--- src/rtl/mem_1w1r_be_pipe_pkg.sv ---
// Shared constants and helpers for the 1W1R byte-enable register-file memory.
// Latency: n/a (package only).
// Backpressure: n/a (package only).
// Contents: byte width, legal read-latency bounds, even-parity helper.
package mem_1w1r_pkg;

   localparam int BYTE_W     = 8;
   localparam int RD_LAT_MIN = 1;
   localparam int RD_LAT_MAX = 2;

   // Even parity: the returned bit makes the total count of ones even.
   function automatic logic byte_parity(input logic [BYTE_W-1:0] i_byte);
      return ^i_byte;
   endfunction

endpackage

--- src/rtl/mem_1w1r_be_pipe_if.sv ---
// Request/response bundle between a 1W1R memory user (master) and the memory (slave).
// Latency: n/a (wiring only).
// Backpressure: none; the memory accepts one write and one read every cycle.
// Signals: waddr/wen/wbe/wdata write port, raddr/ren read request, rdata/rvalid response.
// With MEM_1W1R_PARITY_EN defined: wpar_inv (parity error injection) and rperr (per-lane parity error).
interface mem_1w1r_be_pipe_if
   import mem_1w1r_pkg::*;
#(
   parameter int PTR_WIDTH  = 3,
   parameter int DATA_WIDTH = 32
);
   localparam int BE_WIDTH = DATA_WIDTH / BYTE_W;

   logic [PTR_WIDTH-1:0]  waddr;
   logic                  wen;
   logic [BE_WIDTH-1:0]   wbe;
   logic [DATA_WIDTH-1:0] wdata;
   logic [PTR_WIDTH-1:0]  raddr;
   logic                  ren;
   logic [DATA_WIDTH-1:0] rdata;
   logic                  rvalid;

`ifdef MEM_1W1R_PARITY_EN
   logic [BE_WIDTH-1:0]   wpar_inv;
   logic [BE_WIDTH-1:0]   rperr;

   modport master (
      output waddr, wen, wbe, wdata, wpar_inv, raddr, ren,
      input  rdata, rvalid, rperr
   );
   modport slave (
      input  waddr, wen, wbe, wdata, wpar_inv, raddr, ren,
      output rdata, rvalid, rperr
   );
`else
   modport master (
      output waddr, wen, wbe, wdata, raddr, ren,
      input  rdata, rvalid
   );
   modport slave (
      input  waddr, wen, wbe, wdata, raddr, ren,
      output rdata, rvalid
   );
`endif

endinterface

--- src/rtl/mem_1w1r_be_pipe_rd_pipe.sv ---
// Read-result pipeline: carries a valid strobe plus payload through 1 or 2 register stages.
// Latency: RD_LATENCY cycles from i_vld to o_vld.
// Backpressure: none; accepts one result per cycle, payload holds while no valid passes.
// Ports: clk, rst (sync, active-high), i_vld/i_dat in, o_vld/o_dat out.
module mem_1w1r_rd_pipe
   import mem_1w1r_pkg::*;
#(
   parameter int WIDTH      = 32,
   parameter int RD_LATENCY = 1
) (
   input  logic             clk,
   input  logic             rst,
   input  logic             i_vld,
   input  logic [WIDTH-1:0] i_dat,
   output logic             o_vld,
   output logic [WIDTH-1:0] o_dat
);

   if (RD_LATENCY < RD_LAT_MIN || RD_LATENCY > RD_LAT_MAX) begin : g_bad_latency
      $error("mem_1w1r_rd_pipe: RD_LATENCY must be 1 or 2");
   end

   logic             r_s1_vld;
   logic [WIDTH-1:0] r_s1_dat;

   // Payload only loads on a valid so the output holds its last result.
   always_ff @(posedge clk) begin
      if (rst) begin
         r_s1_vld <= 1'b0;
         r_s1_dat <= '0;
      end else begin
         r_s1_vld <= i_vld;
         if (i_vld) begin
            r_s1_dat <= i_dat;
         end
      end
   end

   if (RD_LATENCY == RD_LAT_MAX) begin : g_two_stage
      logic             r_s2_vld;
      logic [WIDTH-1:0] r_s2_dat;

      always_ff @(posedge clk) begin
         if (rst) begin
            r_s2_vld <= 1'b0;
            r_s2_dat <= '0;
         end else begin
            r_s2_vld <= r_s1_vld;
            if (r_s1_vld) begin
               r_s2_dat <= r_s1_dat;
            end
         end
      end

      assign o_vld = r_s2_vld;
      assign o_dat = r_s2_dat;
   end else begin : g_one_stage
      assign o_vld = r_s1_vld;
      assign o_dat = r_s1_dat;
   end

endmodule

--- src/rtl/mem_1w1r_be_pipe.sv ---
// Single-clock 1W1R register-file memory with byte enables, optional write-to-read bypass.
// Latency: RD_LATENCY (1 or 2) cycles from ren to rdata/rvalid; writes land on the wen edge.
// Backpressure: none; one write and one read accepted every cycle, throughput 1.
// Ports: clk, rst (sync, active-high), bus (mem_1w1r_be_pipe_if.slave).
// Optional MEM_1W1R_PARITY_EN: per-lane even parity storage, wpar_inv injection, rperr output.
// Storage is not reset; only the read pipeline and outputs clear on rst.
module mem_1w1r_be_pipe
   import mem_1w1r_pkg::*;
#(
   parameter int PTR_WIDTH  = 3,
   parameter int DATA_WIDTH = 32,
   parameter int DEPTH      = 8,
   parameter int RD_LATENCY = 1,
   parameter int WR_BYPASS  = 1
) (
   input  logic                  clk,
   input  logic                  rst,
   mem_1w1r_be_pipe_if.slave     bus
);

   localparam int BE_WIDTH = DATA_WIDTH / BYTE_W;

   if (RD_LATENCY < RD_LAT_MIN || RD_LATENCY > RD_LAT_MAX) begin : g_bad_latency
      $error("mem_1w1r_be_pipe: RD_LATENCY must be 1 or 2");
   end
   if (DATA_WIDTH % BYTE_W != 0) begin : g_bad_width
      $error("mem_1w1r_be_pipe: DATA_WIDTH must be a multiple of 8");
   end
   if (DEPTH < 1 || DEPTH > (1 << PTR_WIDTH)) begin : g_bad_depth
      $error("mem_1w1r_be_pipe: DEPTH must be in 1..2**PTR_WIDTH");
   end

   // One extra bit so DEPTH == 2**PTR_WIDTH still compares correctly.
   localparam logic [PTR_WIDTH:0] LP_DEPTH  = (PTR_WIDTH + 1)'(DEPTH);
   localparam logic               LP_BYPASS = (WR_BYPASS != 0);

   logic [DATA_WIDTH-1:0] r_mem [DEPTH];

   logic                  w_wr_in_rng;
   logic                  w_rd_in_rng;
   logic                  w_rd_fire;
   logic                  w_bypass;
   logic [DATA_WIDTH-1:0] w_old_word;
   logic [DATA_WIDTH-1:0] w_rd_word;

   assign w_wr_in_rng = ({1'b0, bus.waddr} < LP_DEPTH);
   assign w_rd_in_rng = ({1'b0, bus.raddr} < LP_DEPTH);
   assign w_rd_fire   = bus.ren & ~rst;

   // Same-cycle same-address collision; the in-range check on waddr covers raddr too.
   assign w_bypass = LP_BYPASS & bus.wen & bus.ren & w_wr_in_rng & (bus.waddr == bus.raddr);

   // Byte-lane write; out-of-range addresses and rst cycles leave the array untouched.
   always_ff @(posedge clk) begin
      if (!rst && bus.wen && w_wr_in_rng) begin
         for (int i = 0; i < BE_WIDTH; i++) begin
            if (bus.wbe[i]) begin
               r_mem[bus.waddr][i*BYTE_W +: BYTE_W] <= bus.wdata[i*BYTE_W +: BYTE_W];
            end
         end
      end
   end

   // Out-of-range reads return zero; bypassed lanes take the incoming write bytes.
   always_comb begin
      w_old_word = '0;
      if (w_rd_in_rng) begin
         w_old_word = r_mem[bus.raddr];
      end
      w_rd_word = w_old_word;
      for (int i = 0; i < BE_WIDTH; i++) begin
         if (w_bypass && bus.wbe[i]) begin
            w_rd_word[i*BYTE_W +: BYTE_W] = bus.wdata[i*BYTE_W +: BYTE_W];
         end
      end
   end

`ifdef MEM_1W1R_PARITY_EN
   localparam int LP_PIPE_W = DATA_WIDTH + BE_WIDTH;

   logic [BE_WIDTH-1:0] r_par [DEPTH];
   logic [BE_WIDTH-1:0] w_wr_par;
   logic [BE_WIDTH-1:0] w_old_par;
   logic [BE_WIDTH-1:0] w_rd_par;
   logic [BE_WIDTH-1:0] w_rd_perr;

   // Stored parity is the true even parity, optionally flipped to inject an error.
   always_comb begin
      w_wr_par = '0;
      for (int i = 0; i < BE_WIDTH; i++) begin
         w_wr_par[i] = byte_parity(bus.wdata[i*BYTE_W +: BYTE_W]) ^ bus.wpar_inv[i];
      end
   end

   always_ff @(posedge clk) begin
      if (!rst && bus.wen && w_wr_in_rng) begin
         for (int i = 0; i < BE_WIDTH; i++) begin
            if (bus.wbe[i]) begin
               r_par[bus.waddr][i] <= w_wr_par[i];
            end
         end
      end
   end

   // Zero data with zero parity on out-of-range reads yields no error.
   always_comb begin
      w_old_par = '0;
      if (w_rd_in_rng) begin
         w_old_par = r_par[bus.raddr];
      end
      w_rd_par  = w_old_par;
      w_rd_perr = '0;
      for (int i = 0; i < BE_WIDTH; i++) begin
         if (w_bypass && bus.wbe[i]) begin
            w_rd_par[i] = w_wr_par[i];
         end
         w_rd_perr[i] = byte_parity(w_rd_word[i*BYTE_W +: BYTE_W]) ^ w_rd_par[i];
      end
   end

   logic [LP_PIPE_W-1:0] w_pipe_in;
   logic [LP_PIPE_W-1:0] w_pipe_out;

   assign w_pipe_in               = {w_rd_word, w_rd_perr};
   assign {bus.rdata, bus.rperr}  = w_pipe_out;
`else
   localparam int LP_PIPE_W = DATA_WIDTH;

   logic [LP_PIPE_W-1:0] w_pipe_in;
   logic [LP_PIPE_W-1:0] w_pipe_out;

   assign w_pipe_in = w_rd_word;
   assign bus.rdata = w_pipe_out;
`endif

   // Array is sampled on the ren edge; later stages never look at the array again,
   // so a write landing while a read is in flight cannot alter that result.
   mem_1w1r_rd_pipe #(
      .WIDTH      (LP_PIPE_W),
      .RD_LATENCY (RD_LATENCY)
   ) u_rd_pipe (
      .clk   (clk),
      .rst   (rst),
      .i_vld (w_rd_fire),
      .i_dat (w_pipe_in),
      .o_vld (bus.rvalid),
      .o_dat (w_pipe_out)
   );

endmodule

--- src/flat_wrapper.sv ---
// flat-port wrapper written by rule: the top's interface ports become plain ports
module mem_1w1r_be_pipe_flat import mem_1w1r_pkg::*;
#(
   parameter int PTR_WIDTH  = 3,
   parameter int DATA_WIDTH = 32,
   parameter int DEPTH      = 8,
   parameter int RD_LATENCY = 1,
   parameter int WR_BYPASS  = 1
)
  (clk, rst, bus_waddr, bus_wen, bus_wbe, bus_wdata, bus_raddr, bus_ren, bus_rdata, bus_rvalid);
  mem_1w1r_be_pipe_if #(.PTR_WIDTH(PTR_WIDTH), .DATA_WIDTH(DATA_WIDTH)) bus_i ();
  input  logic clk;
  input  logic rst;
  input wire logic [$bits(bus_i.waddr)-1:0] bus_waddr;
  input wire logic [$bits(bus_i.wen)-1:0] bus_wen;
  input wire logic [$bits(bus_i.wbe)-1:0] bus_wbe;
  input wire logic [$bits(bus_i.wdata)-1:0] bus_wdata;
  input wire logic [$bits(bus_i.raddr)-1:0] bus_raddr;
  input wire logic [$bits(bus_i.ren)-1:0] bus_ren;
  output wire logic [$bits(bus_i.rdata)-1:0] bus_rdata;
  output wire logic [$bits(bus_i.rvalid)-1:0] bus_rvalid;
  assign bus_i.waddr = bus_waddr;
  assign bus_i.wen = bus_wen;
  assign bus_i.wbe = bus_wbe;
  assign bus_i.wdata = bus_wdata;
  assign bus_i.raddr = bus_raddr;
  assign bus_i.ren = bus_ren;
  assign bus_rdata = bus_i.rdata;
  assign bus_rvalid = bus_i.rvalid;
  mem_1w1r_be_pipe #(.PTR_WIDTH(PTR_WIDTH), .DATA_WIDTH(DATA_WIDTH), .DEPTH(DEPTH), .RD_LATENCY(RD_LATENCY), .WR_BYPASS(WR_BYPASS)) u_core (.clk(clk), .rst(rst), .bus(bus_i));
endmodule
--- config.mk ---
export PLATFORM = sky130hd
export DESIGN_NAME = mem_1w1r_be_pipe_flat
export DESIGN_NICKNAME = d
export VERILOG_FILES = /design/src/rtl/mem_1w1r_be_pipe_pkg.sv /design/src/rtl/mem_1w1r_be_pipe_if.sv /design/src/rtl/mem_1w1r_be_pipe_rd_pipe.sv /design/src/rtl/mem_1w1r_be_pipe.sv /design/src/flat_wrapper.sv
export SDC_FILE = /design/constraint.sdc
export NUM_CORES = 1
export LEC_CHECK = 0
export CORE_ASPECT_RATIO = 0.5
export CORE_MARGIN = 8
export CORE_UTILIZATION = 58
export DETAILED_ROUTE_END_ITERATION = 7
export PLACE_DENSITY = 0.8
export SLEW_MARGIN = 20
export SYNTH_ARGS = -nofsm -noshare
export SYNTH_HDL_FRONTEND = slang
export SYNTH_HIERARCHICAL = 1
export SYNTH_SLANG_ARGS = --single-unit
--- constraint.sdc ---
create_clock -name clk -period 2.3 [get_ports clk]
set_input_delay 0.46 -clock clk [delete_from_list [all_inputs] [get_ports clk]]
set_output_delay 0.46 -clock clk [all_outputs]
set_load 0.02 [all_outputs]
Yosys cells after proc, flatten, opt, wreduce, memory -nomap -nowiden --
Memory sizes are Yosys's and may differ from the RTL's. A register that Yosys moved wholly into a read port is not among the register bits. Index checks and enable logic that the tools add are counted.
Storage, ports and cells: bits in registers 1, latch bits 0, RAM bits 256, bits in read-only memories 0, input port bits 46, output and inout bits 33, logic and storage cells 18, memories kept 1
Memories:
- u_core.r_mem | words 8, bits a word 32, read ports 1, clocked after memory_dff 1, write ports 1, line mem_1w1r_be_pipe.sv:37 | logic [DATA_WIDTH-1:0] r_mem [DEPTH];
Cells by class: $add $sub $neg 0, multiply operators 0, div/mod/pow operators 0, order comparisons 0, equality and inequality tests 0, shift-type cells 0, mux-type cells 12, bitwise gates (word level) 2, reductions and logical operators 2
Operators by type and width (count):
- $mux W1 | 12
- $and A1 B1 Y1 | 1
- $logic_and A1 B1 Y1 | 1
- $logic_not A1 Y1 | 1
- $not A1 Y1 | 1

Depth between registers and ports, before layout --
Gate-level depths: netlist (run 1).
word-level depth 4, gate-level depth with buffers 7, gate-level depth less buffers 6

By module --
The synthesis (run 1) kept the hierarchy.
By module, submodules not included:
- mem_1w1r_be_pipe | times used 1, cells an instance 461, area each 10239.8 µm², seq. area each 7687.4 µm²
- mem_1w1r_rd_pipe | times used 1, cells an instance 106, area each 1202.4 µm², seq. area each 660.6 µm²

Worst setup path before layout (run 1) --
OpenSTA, ideal clock, no wires.
path kind input to register, start point input bus_raddr[1], end point register u_core.u_rd_pipe.r_s1_dat[3] (netlist: u_core/u_rd_pipe/o_dat[3]), read port of u_core.r_mem, setup time 0.116 ns, arrival 2.011 ns, required time 2.184 ns, slack 0.173 ns, stages 7, path buffers 2, cell sequence buf_2 buf_1 mux4_2 mux2_2 mux2_2 mux2i_1 nor2_2
RTL lines:
- start, declared | line flat_wrapper.sv:18 | input wire logic [$bits(bus_i.raddr)-1:0] bus_raddr;
- end, declared | line mem_1w1r_be_pipe_rd_pipe.sv:24 | logic [WIDTH-1:0] r_s1_dat;

Final worst setup path (run 1) --
start point register u_core.u_rd_pipe.r_s1_dat[7] (netlist: u_core/u_rd_pipe/o_dat[7]), read port of u_core.r_mem, end point output bus_rdata[7]
RTL lines:
- end, declared | line flat_wrapper.sv:20 | output wire logic [$bits(bus_i.rdata)-1:0] bus_rdata;
No word-level cell between the ends.

==> results of run 1 <==
## cells in the mapped netlist, drive strengths merged, types with 2 or more instances
library cell	instances	area, um^2
clkbuf	9	33.78
mux2	64	720.7
or3b	2	17.52
nand2	10	37.54
buf	20	182.7
nor2	65	249.0
edfxtp	256	7687
dfxtp	33	660.6
nor2b	3	18.77
nand3b	3	22.52
mux4	64	1441
mux2i	32	320.3
xor2	3	26.28
## flip-flops by register name, indices dropped and copies added, names as in the netlist
register                cells
u_core/r_mem              256
u_core/u_rd_pipe/o_vld      1
u_core/u_rd_pipe/o_dat     32
## cell type report
| class | instances | share of cell area |
|---|---|---|
| clock buffers | 33 | 0.05057 |
| clock inverters | 12 | 0.01428 |
| multi-input cells | 249 | 0.2097 |
| flip-flops and latches | 289 | 0.6068 |
| well taps | 266 | 0.02419 |
| repair buffers | 131 | 0.09441 |
## through the flow
stage	setup slack, ns	util	area [um^2]
floorplan	0.1729	-	11440
global placement	-0.03798	0.6627	12860
detailed placement	-0.1453	0.6627	12860
CTS	0.2679	0.7086	13760
global route	0.2568	0.7086	13760
finish	0.2897	0.7086	13760
## final timing paths
kind / cells past startpoint / endpoint / from
setup / recovery: 1 / bus_rdata[7] / u_core/u_rd_pipe/o_dat[7]
hold reg to reg: 2 / u_core/u_rd_pipe/o_dat[18] / u_core/u_rd_pipe/o_dat[18]
hold / removal: 2 / u_core/u_rd_pipe/o_dat[18] / u_core/u_rd_pipe/o_dat[18]
setup reg to reg: 5 / u_core/u_rd_pipe/o_dat[28] / u_core/r_mem[6][28]
## logic make-up after synthesis
kind of cell | count (synthesis) | share of synthesized area
mux | 160 | 0.2169
simple gates | 86 | 0.03226
buf+inv | 29 | 0.01892
flops | 289 | 0.7296
xor+xnor | 3 | 0.002297
## metal layers
layer	track usage	wire, um	vias to the layer above
met3	0.02757	1240	31
met2	0.3395	12170	190
met5	0	0	-
met1	0.2524	9611	2954
met4	0.04771	394	0
li1	-	-	2522
## power groups by stage
stage | logic (W) | registers [W] | clock network, W
2_1_floorplan | 0.000409 | 0.00597 | 0
3_3_place_gp | 0.000746 | 0.00593 | 0
3_5_place_dp | 0.000766 | 0.00594 | 0
4_1_cts | 0.000774 | 0.00583 | 0.00455
5_1_grt | 0.000819 | 0.00583 | 0.00475
6_report | 0.000766 | 0.00583 | 0.00450
==> summary.txt, run 1 <==
Timing
  – Setup violators final: 0
  – Worst hold slack: 0.4962 ns
  – Relative slew slack: 0.6506
  – Slew at the pin with the worst max-slew slack: 0.5241 ns
  – Final Cycle Share: 0.8740
  – Unrepaired setup endpoints after global routing: no
  – Clock tree skew after final layout: 0.009054 ns
  – Min Clock Period, post-route: 2.010 ns
  – Final sum of negative setup slack: 0 ns
  – Fmax: 497.4 MHz
  – Final Hold Fails: 0
  – Final slew viol count: 0

Layout
  – Number of fill cells in the layout: 1124
  – Layout cells sized above 1: 0.3235
  – Net count, final: 742
  – Top library cells by usage in the layout, fill and taps aside: sky130_fd_sc_hd__edfxtp_1 (256), sky130_fd_sc_hd__clkdlybuf4s50_1 (74), sky130_fd_sc_hd__mux4_2 (64), sky130_fd_sc_hd__mux2_2 (64), sky130_fd_sc_hd__nor2_1 (63)
  – Final cell count without fillers: 980
  – Total inserted antenna cells: 0
  – Storage element area: 0.008348 mm^2
  – Most common library cell in the layout ignoring fill and taps: sky130_fd_sc_hd__edfxtp_1
  – Multi-input gate area in the final layout: 0.002885 mm^2
  – Area added between synthesis and finish: 20.23%

Pwr
  – Power per Cell Area: 806.1 mW/mm^2
  – Internal: 0.008890 W
  – Net switching share of the total power: 0.1983
  – Leakage: 4.556 nW
  – Share of total power in combinational logic: 0.069
  – Sequential cell fraction of total power: 0.525
  – Overall power consumption: 0.01109 W
  – Switching power summed over all nets: 0.002200 W
  – Relative contribution of the clock network to total power: 0.406
  – Max IR drop VDD: 0.5272 mV

Floorplanning
  – Chip Height: 115.3 um
  – DIE AREA: 0.02475 mm^2
  – Horizontal die dimension: 214.6 um
  – Area of the core: 0.01941 mm^2
  – # rows: 36
  – Boundary Pins: 79
  – Initial core utilization: 0.5894

Synthesis
  – Async set-or-reset flop fraction in the synthesized netlist: 0
  – Synthesis warning total: 6
  – Top flip-flop cell by instance count after synthesis: sky130_fd_sc_hd__edfxtp_1
  – Post-Synthesis Cell Area: 0.01144 mm^2
  – Count of unique library cells instantiated by Yosys: 20
  – Average footprint of a synthesized cell: 20.18 um^2
  – Cell count after synthesis: 567
  – Sequential fraction of the synthesis area: 0.7296
  – Number of enable-type register cells in the synthesized netlist: 256
  – Post-Syn Nets: 613
  – Number of register bits inferred by synthesis: 289

Job
  – Max Cap Viol: 0

GRT
  – Total track usage: 0.1921
  – Initial antenna violation count: 0
  – Number of global-route vias before repair: 6105
  – Largest net degree at the start of global routing: 35
  – Global-route wire length before repair: 36360 um
  – Aggregate global routing overflow: 0

Clocking
  – Longest Clk Path Bufs: 3
  – Post CTS Setup Buffer Count: 0
  – Number of sinks handled by clock tree synthesis: 289
  – Number of hold buffers added after cts: 0
  – TritonCTS clock tree: built
  – Clock root buffer master: sky130_fd_sc_hd__clkbuf_16
  – Level count of the clock H-tree: 1
  – Clock slew at the register clock pins of the worst setup and hold paths: 0.07 ns
  – Post-cts repair resize count: 0
  – Clock Latency Late Sink: 0.51 ns
  – Cts bufs inserted: 25

Critical path
  – Slowest CP cell: sky130_fd_sc_hd__clkdlybuf4s50_1
  – Critical Path AT: 1.55 ns
  – Critical Path Sink Type: primary output
  – Delay contributed by the slowest stage of the critical path: 0.64 ns
  – Gate family responsible for the most delay along the worst path: buffers and inverters
  – Buffers & Inverters on Critical Path: 1
  – Worst setup SP type: register
  – Cell-by-cell listing of the critical path: clkdlybuf4s50_1
  – Critical path type: reg -> out
  – Internal reg-to-reg setup slack: 0.51 ns
  – Critical path data required time: 1.84 ns
  – Crit path max fanout: 2

Placed design
  – Routability congestion estimate from global placement: 0.7217
  – Buffers on Ports: 78
  – Number of placed instances with taps included: 935
  – Sum of net half-perimeters after detailed placement: 14400 um

Route
  – First-pass DRT Iterations: 5
  – Wire length reported by the detailed router: 23420 um
  – Post-detailed-route wirelength per cell: 23.89 um
  – Post-detailed-route count of antenna-violating nets: 0
  – Per-cell via count in the routed design: 5.813
  – Detailed-route via count: 5697
  – Number of violations reported at the end of detailed-routing iteration 0: 443
  – Final routed DRC violation total: 0

Hold path
  – Hold crit path type: reg -> reg

Run status
  – Result of the run: finished, final reports clean
(Power assumes the default switching activity.)
==> run 2: changes to the inputs <==
==> constraint.sdc (replaced) <==
create_clock -name clk -period 2.2 [get_ports clk]
set_input_delay 0.44 -clock clk [delete_from_list [all_inputs] [get_ports clk]]
set_output_delay 0.44 -clock clk [all_outputs]
set_load 0.02 [all_outputs]
==> summary.txt, run 2 (synthesized netlist as in run 1, its figures left out) <==
Floorplanning
  – Area of the core: 0.01941 mm^2 (unchanged)
  – Boundary Pins: 79 (unchanged)
  – Horizontal die dimension: 214.6 um (unchanged)
  – Chip Height: 115.3 um (unchanged)
  – Initial core utilization: 0.5894 (unchanged)
  – # rows: 36 (unchanged)
  – DIE AREA: 0.02475 mm^2 (unchanged)

Layout
  – End-of-flow core utilization: 0.7051 (-0.003480)
  – Net count, final: 744 (+0.27%)
  – Area added between synthesis and finish: 19.64%
  – Storage element area: 0.008348 mm^2 (unchanged)
  – Most common library cell in the layout ignoring fill and taps: sky130_fd_sc_hd__edfxtp_1
  – Total inserted antenna cells: 0 (unchanged)
  – Largest register by flop count: u_core/r_mem
  – Multi-input gate area in the final layout: 0.002885 mm^2 (unchanged)
  – Number of fill cells in the layout: 1124 (unchanged)
  – Largest register FFs: 256 (unchanged)
  – Top library cells by usage in the layout, fill and taps aside: sky130_fd_sc_hd__edfxtp_1 (256), sky130_fd_sc_hd__clkdlybuf4s50_1 (74), sky130_fd_sc_hd__mux4_2 (64), sky130_fd_sc_hd__mux2_2 (64), sky130_fd_sc_hd__nor2_1 (63)
  – Layout cells sized above 1: 0.3203 (-0.003250)

Job
  – Max Cap Viol: 0 (unchanged)

Placed design
  – Sum of net half-perimeters after detailed placement: 14450 um (+0.38%)
  – Routability congestion estimate from global placement: 0.7331 (+1.6%)
  – Buffers on Ports: 78 (unchanged)

Pwr
  – Overall power consumption: 0.01126 W (+1.5%)
  – Power per Cell Area: 822.2 mW/mm^2 (+2.0%)
  – Leakage: 4.532 nW (-0.54%)
  – Max IR drop VDD: 0.6235 mV (+18%)

Critical path
  – Critical path data required time: 1.76 ns (-0.08 ns)
  – Slowest CP cell: sky130_fd_sc_hd__clkdlybuf4s50_1
  – Gate family responsible for the most delay along the worst path: buffers and inverters
  – Reg2Reg Depth: 5 (unchanged)
  – Cell-by-cell listing of the critical path: clkdlybuf4s50_1
  – Critical Path AT: 1.52 ns (-0.03 ns)
  – Buffers & Inverters on Critical Path: 1 (unchanged)
  – Delay contributed by the slowest stage of the critical path: 0.63 ns (about the same)
  – Critical path type: reg -> out
  – Count of cell instances traversed by the critical path: 1 (unchanged)
  – Startpoint of the most critical register-to-register path: u_core/r_mem[7][30]
  – Critical Path Sink Type: primary output
  – Crit path max fanout: 2 (unchanged)
  – Internal reg-to-reg setup slack: 0.41 ns (-0.10 ns)
  – Critical register-to-register path endpoint: u_core/u_rd_pipe/o_dat[30]
  – Worst setup SP type: register

GRT
  – Number of global-route vias before repair: 6113 (+0.13%)
  – Initial antenna violation count: 0 (unchanged)
  – Met3 GRT Util: 0.03466 (+0.007090)
  – Aggregate global routing overflow: 0 (unchanged)
  – Largest net degree at the start of global routing: 33 (-5.7%)
  – Global routing usage on met2: 0.3293 (-0.01013)
  – Top Usage Layer GRT: met2
  – Total track usage: 0.1910 (-0.001073)
  – Global-route wire length before repair: 36100 um (-0.70%)
  – GR met1 Demand/Resource: 0.2485 (-0.003905)

Route
  – Post-detailed-route wirelength per cell: 23.78 um (-0.47%)
  – Wire length reported by the detailed router: 23330 um (-0.37%)
  – Final routed DRC violation total: 0 (unchanged)
  – Detailed-route via count: 5779 (+1.4%)
  – Number of violations reported at the end of detailed-routing iteration 0: 360 (-19%)
  – Per-cell via count in the routed design: 5.891 (+1.3%)
  – Post-detailed-route count of antenna-violating nets: 0 (unchanged)
  – First-pass DRT Iterations: 5 (unchanged)

Clocking
  – Longest Clk Path Bufs: 3 (unchanged)
  – Number of sinks handled by clock tree synthesis: 289 (unchanged)
  – Post-cts repair resize count: 0 (unchanged)
  – Clock Latency Late Sink: 0.52 ns (about the same)
  – Cts bufs inserted: 25 (unchanged)
  – Number of hold buffers added after cts: 0 (unchanged)
  – Clock slew at the register clock pins of the worst setup and hold paths: 0.07 ns (about the same)
  – TritonCTS clock tree: built
  – Clock root buffer master: sky130_fd_sc_hd__clkbuf_16
  – Level count of the clock H-tree: 1 (unchanged)
  – Post CTS Setup Buffer Count: 0 (unchanged)

Timing
  – Final Cycle Share: 0.8930
  – Final Hold Fails: 0 (unchanged)
  – Clock tree skew after final layout: 0.01411 ns (+0.005053 ns)
  – Min Clock Period, post-route: 1.964 ns
  – Setup violators final: 0 (unchanged)
  – Final slew viol count: 0 (unchanged)
  – Unrepaired setup endpoints after global routing: no
  – Fmax: 509.0 MHz
  – Slew at the pin with the worst max-slew slack: 0.3956 ns (-0.1285 ns)
  – Relative slew slack: 0.7357 (+0.08515)

Hold path
  – Worst hold path startpoint: rst
  – Worst hold stages: 3 (+1)
  – Hold crit path type: in -> reg
  – Destination of the worst hold path: u_core/u_rd_pipe/o_dat[3]

Run status
  – Result of the run: finished, final reports clean
## run 2: changes by cell type in the layout (fill, tap and decap cells not counted), moves of 2 or more
cell,delta
sky130_fd_sc_hd__clkinv_1,+3
sky130_fd_sc_hd__buf_4,+2
sky130_fd_sc_hd__bufinv_16,-2
sky130_fd_sc_hd__clkbuf_8,-2
sky130_fd_sc_hd__clkinv_2,+2
## run 2: layout make-up
cell class	count	share of cell area
clock buffers	31	0.04881
clock inverters	13	0.01033
multi-input cells	249	0.2108
flip-flops and latches	289	0.6098
well taps	266	0.02431
repair buffers	133	0.09597
## run 2: per-stage QoR
stage | TNS (ns) | setup WS (ns) | instances | hold slack (ns) | instance area (um^2)
after floorplan | 0 | 0.09290 | 567 | 0.5389 | 11440
after global placement | -5.481 | -0.1027 | 937 | 0.4711 | 12880
after detailed placement | -8.383 | -0.1731 | 937 | 0.4833 | 12880
after CTS | 0 | 0.2022 | 981 | 0.3651 | 13690
after global routing | 0 | 0.1967 | 981 | 0.3947 | 13690
final | 0 | 0.2355 | 981 | 0.3817 | 13690
## run 2: per-layer routing
| layer | part of all wire | routed length (um) |
|---|---|---|
| met1 | 0.42 | 9783 |
| met2 | 0.50 | 11620 |
| met3 | 0.060 | 1391 |
| met4 | 0.023 | 535 |
| met5 | 0 | 0 |
## run 2: worst max path at each step
stage	start	endpoint
final	u_core/u_rd_pipe/o_dat[7]	bus_rdata[7]
after global placement	bus_waddr[1]	u_core/u_rd_pipe/o_dat[4]
after floorplan	bus_raddr[1]	u_core/u_rd_pipe/o_dat[3]
after global routing	u_core/u_rd_pipe/o_dat[30]	bus_rdata[30]
after CTS	u_core/u_rd_pipe/o_dat[7]	bus_rdata[7]
after detailed placement	bus_waddr[2]	u_core/u_rd_pipe/o_dat[30]
## run 2: power breakdown
group	leakage (nW)	internal (W)	switching [W]
registers	2.58	0.00605	0.0000352
clock network	0.401	0.00251	0.00186
logic	1.55	0.000420	0.000383
total	4.53	0.00898	0.00227
==> run 3: changes to the inputs <==
--- a/config.mk
+++ b/config.mk
@@ -5,12 +5,13 @@
 export SDC_FILE = /design/constraint.sdc
 export NUM_CORES = 1
 export LEC_CHECK = 0
-export CORE_ASPECT_RATIO = 0.5
+export CORE_ASPECT_RATIO = 0.9
 export CORE_MARGIN = 8
-export CORE_UTILIZATION = 58
+export CORE_UTILIZATION = 61
+export CTS_BUF_LIST = sky130_fd_sc_hd__clkbuf_8
 export DETAILED_ROUTE_END_ITERATION = 7
-export PLACE_DENSITY = 0.8
-export SLEW_MARGIN = 20
+export PLACE_DENSITY = 0.83
+export SLEW_MARGIN = 30
 export SYNTH_ARGS = -nofsm -noshare
 export SYNTH_HDL_FRONTEND = slang
 export SYNTH_HIERARCHICAL = 1
==> summary.txt, run 3 (synthesized netlist as in run 1, its figures left out) <==
Floorplanning
  – Area of the core: 0.01841 mm^2 (-5.2%)
  – # rows: 47 (+31%)
  – Boundary Pins: 79 (unchanged)
  – Initial core utilization: 0.6216 (+0.03225)
  – Chip Height: 145.9 um (+27%)
  – DIE AREA: 0.02340 mm^2 (-5.5%)
  – Horizontal die dimension: 160.4 um (-25%)

GRT
  – Aggregate global routing overflow: 0 (unchanged)
  – Largest net degree at the start of global routing: 33 (unchanged)
  – Number of global-route vias before repair: 6253 (+2.3%)
  – Global-route wire length before repair: 34960 um (-3.2%)
  – Initial antenna violation count: 0 (unchanged)
  – Total track usage: 0.1952 (+0.004190)

Route
  – Detailed-route via count: 5796 (+0.29%)
  – Post-detailed-route wirelength per cell: 22.55 um (-5.2%)
  – Wire length reported by the detailed router: 22460 um (-3.7%)
  – First-pass DRT Iterations: 5 (unchanged)
  – Post-detailed-route count of antenna-violating nets: 0 (unchanged)
  – Final routed DRC violation total: 0 (unchanged)
  – Per-cell via count in the routed design: 5.819 (-1.2%)
  – Number of violations reported at the end of detailed-routing iteration 0: 406 (+13%)

Timing
  – Slew at the pin with the worst max-slew slack: 0.4022 ns (+0.006564 ns)
  – Worst Setup Slack, final: 0.2047 ns (-0.03084 ns)
  – Setup violators final: 0 (unchanged)
  – Final Cycle Share: 0.9070 (+0.01402)
  – Final Hold Fails: 0 (unchanged)
  – Unrepaired setup endpoints after global routing: no
  – Final sum of negative setup slack: 0 ns (unchanged)
  – Min Clock Period, post-route: 1.995 ns (+0.03084 ns)
  – Fmax: 501.2 MHz (-1.5%)
  – Final slew viol count: 0 (unchanged)
  – Relative slew slack: 0.7319 (-0.003833)
  – Clock tree skew after final layout: 0.01570 ns (+0.001597 ns)
  – Worst hold slack: 0.4925 ns (+0.1107 ns)

Layout
  – End-of-flow core utilization: 0.7438 (+0.03865)
  – Largest register by flop count: u_core/r_mem
  – Layout cells sized above 1: 0.3276 (+0.007284)
  – Final cell count without fillers: 996 (+1.5%)
  – Largest register FFs: 256 (unchanged)
  – Top library cells by usage in the layout, fill and taps aside: sky130_fd_sc_hd__edfxtp_1 (256), sky130_fd_sc_hd__clkdlybuf4s50_1 (76), sky130_fd_sc_hd__mux4_2 (64), sky130_fd_sc_hd__mux2_2 (64), sky130_fd_sc_hd__nor2_1 (63)
  – Net count, final: 763 (+2.6%)
  – Total inserted antenna cells: 0 (unchanged)
  – Most common library cell in the layout ignoring fill and taps: sky130_fd_sc_hd__edfxtp_1
  – Area added between synthesis and finish: 19.65% (about the same)

Clocking
  – Post-cts repair resize count: 0 (unchanged)
  – Post CTS Setup Buffer Count: 0 (unchanged)
  – Number of hold buffers added after cts: 0 (unchanged)
  – Clock slew at the register clock pins of the worst setup and hold paths: 0.06 ns (about the same)
  – Clock Latency Late Sink: 0.54 ns (+0.02 ns)
  – TritonCTS clock tree: built
  – Longest Clk Path Bufs: 3 (unchanged)
  – Clock root buffer master: sky130_fd_sc_hd__clkbuf_8
  – Cts bufs inserted: 44 (+76%)
  – Number of sinks handled by clock tree synthesis: 289 (unchanged)
  – Level count of the clock H-tree: 2 (+1)

Placed design
  – Buffers on Ports: 78 (unchanged)
  – Number of placed instances with taps included: 916 (-2.2%)
  – Worst setup timing slack at the placement stage: -0.2879 ns (-0.1148 ns)
  – Sum of net half-perimeters after detailed placement: 14140 um (-2.2%)
  – Routability congestion estimate from global placement: 0.7543 (+2.9%)

Run status
  – Result of the run: finished, final reports clean

Critical path
  – Gate family responsible for the most delay along the worst path: buffers and inverters
  – Delay contributed by the slowest stage of the critical path: 0.64 ns (about the same)
  – Crit path max fanout: 2 (unchanged)
  – Worst setup SP type: register
  – Buffers & Inverters on Critical Path: 1 (unchanged)
  – Cell-by-cell listing of the critical path: clkdlybuf4s50_1
  – Slowest CP cell: sky130_fd_sc_hd__clkdlybuf4s50_1
  – Critical Path AT: 1.56 ns (+0.04 ns)
  – Critical Path Sink Type: primary output
  – Critical path type: reg -> out
  – Critical path data required time: 1.76 ns (about the same)

Job
  – Max Cap Viol: 0 (unchanged)

Pwr
  – Max IR drop VDD: 0.5418 mV (-13%)
  – Leakage: 4.609 nW (+1.7%)
  – Power per Cell Area: 799.5 mW/mm^2 (-2.8%)

Hold path
  – Hold crit path type: reg -> reg
## run 3: cell types whose count changed in the layout (fill, tap and decap cells not counted), sizes merged
cell | before | now
buf | 59 | 57
bufinv | 3 | 1
clkbuf | 31 | 48
clkdlybuf4s50 | 74 | 76
clkinv | 9 | 17
inv | 1 | 14
## run 3: path summary, 6_finish.rpt
path                                                   end                  startpoint  slack [ns]  cells after the start
worst min register to register  u_core/u_rd_pipe/o_dat[25]  u_core/u_rd_pipe/o_dat[25]        0.49                      2
worst min-delay path            u_core/u_rd_pipe/o_dat[25]  u_core/u_rd_pipe/o_dat[25]        0.49                      2
worst max register to register  u_core/u_rd_pipe/o_dat[17]         u_core/r_mem[6][17]        0.45                      5
worst max-delay path                          bus_rdata[7]   u_core/u_rd_pipe/o_dat[7]        0.20                      1
## run 3: layer usage
metal | track usage | up-vias | share of wire
met5 | 0 | - | 0
met4 | 0.07843 | 0 | 0.026
met3 | 0.04779 | 49 | 0.069
met2 | 0.3256 | 214 | 0.51
met1 | 0.2424 | 2946 | 0.40
li1 | - | 2587 | -
## run 3: layout make-up
class | instances | area [um^2]
flip-flops and latches | 289 | 8348
fillers | 1025 | 4716
multi-input cells | 249 | 2885
repair buffers | 133 | 1336
clock buffers | 48 | 660.6
well taps | 245 | 306.5
clock inverters | 32 | 153.9
## run 3: power breakdown
| group | leakage (nW) | internal [W] | total (W) | switching, W |
|---|---|---|---|---|
| Combinational | 1.56 | 0.000425 | 0.000805 | 0.000381 |
| Sequential | 2.58 | 0.00606 | 0.00609 | 0.0000312 |
| Clock | 0.475 | 0.00212 | 0.00405 | 0.00193 |
## run 3: stage by stage
step                      area, um^2  total power (W)
after global routing           13690          0.01135
after detailed placement       12880         0.007014
after CTS                      13690          0.01105
after floorplan                11440         0.006669
after global placement         12880         0.006982
final                          13690          0.01095
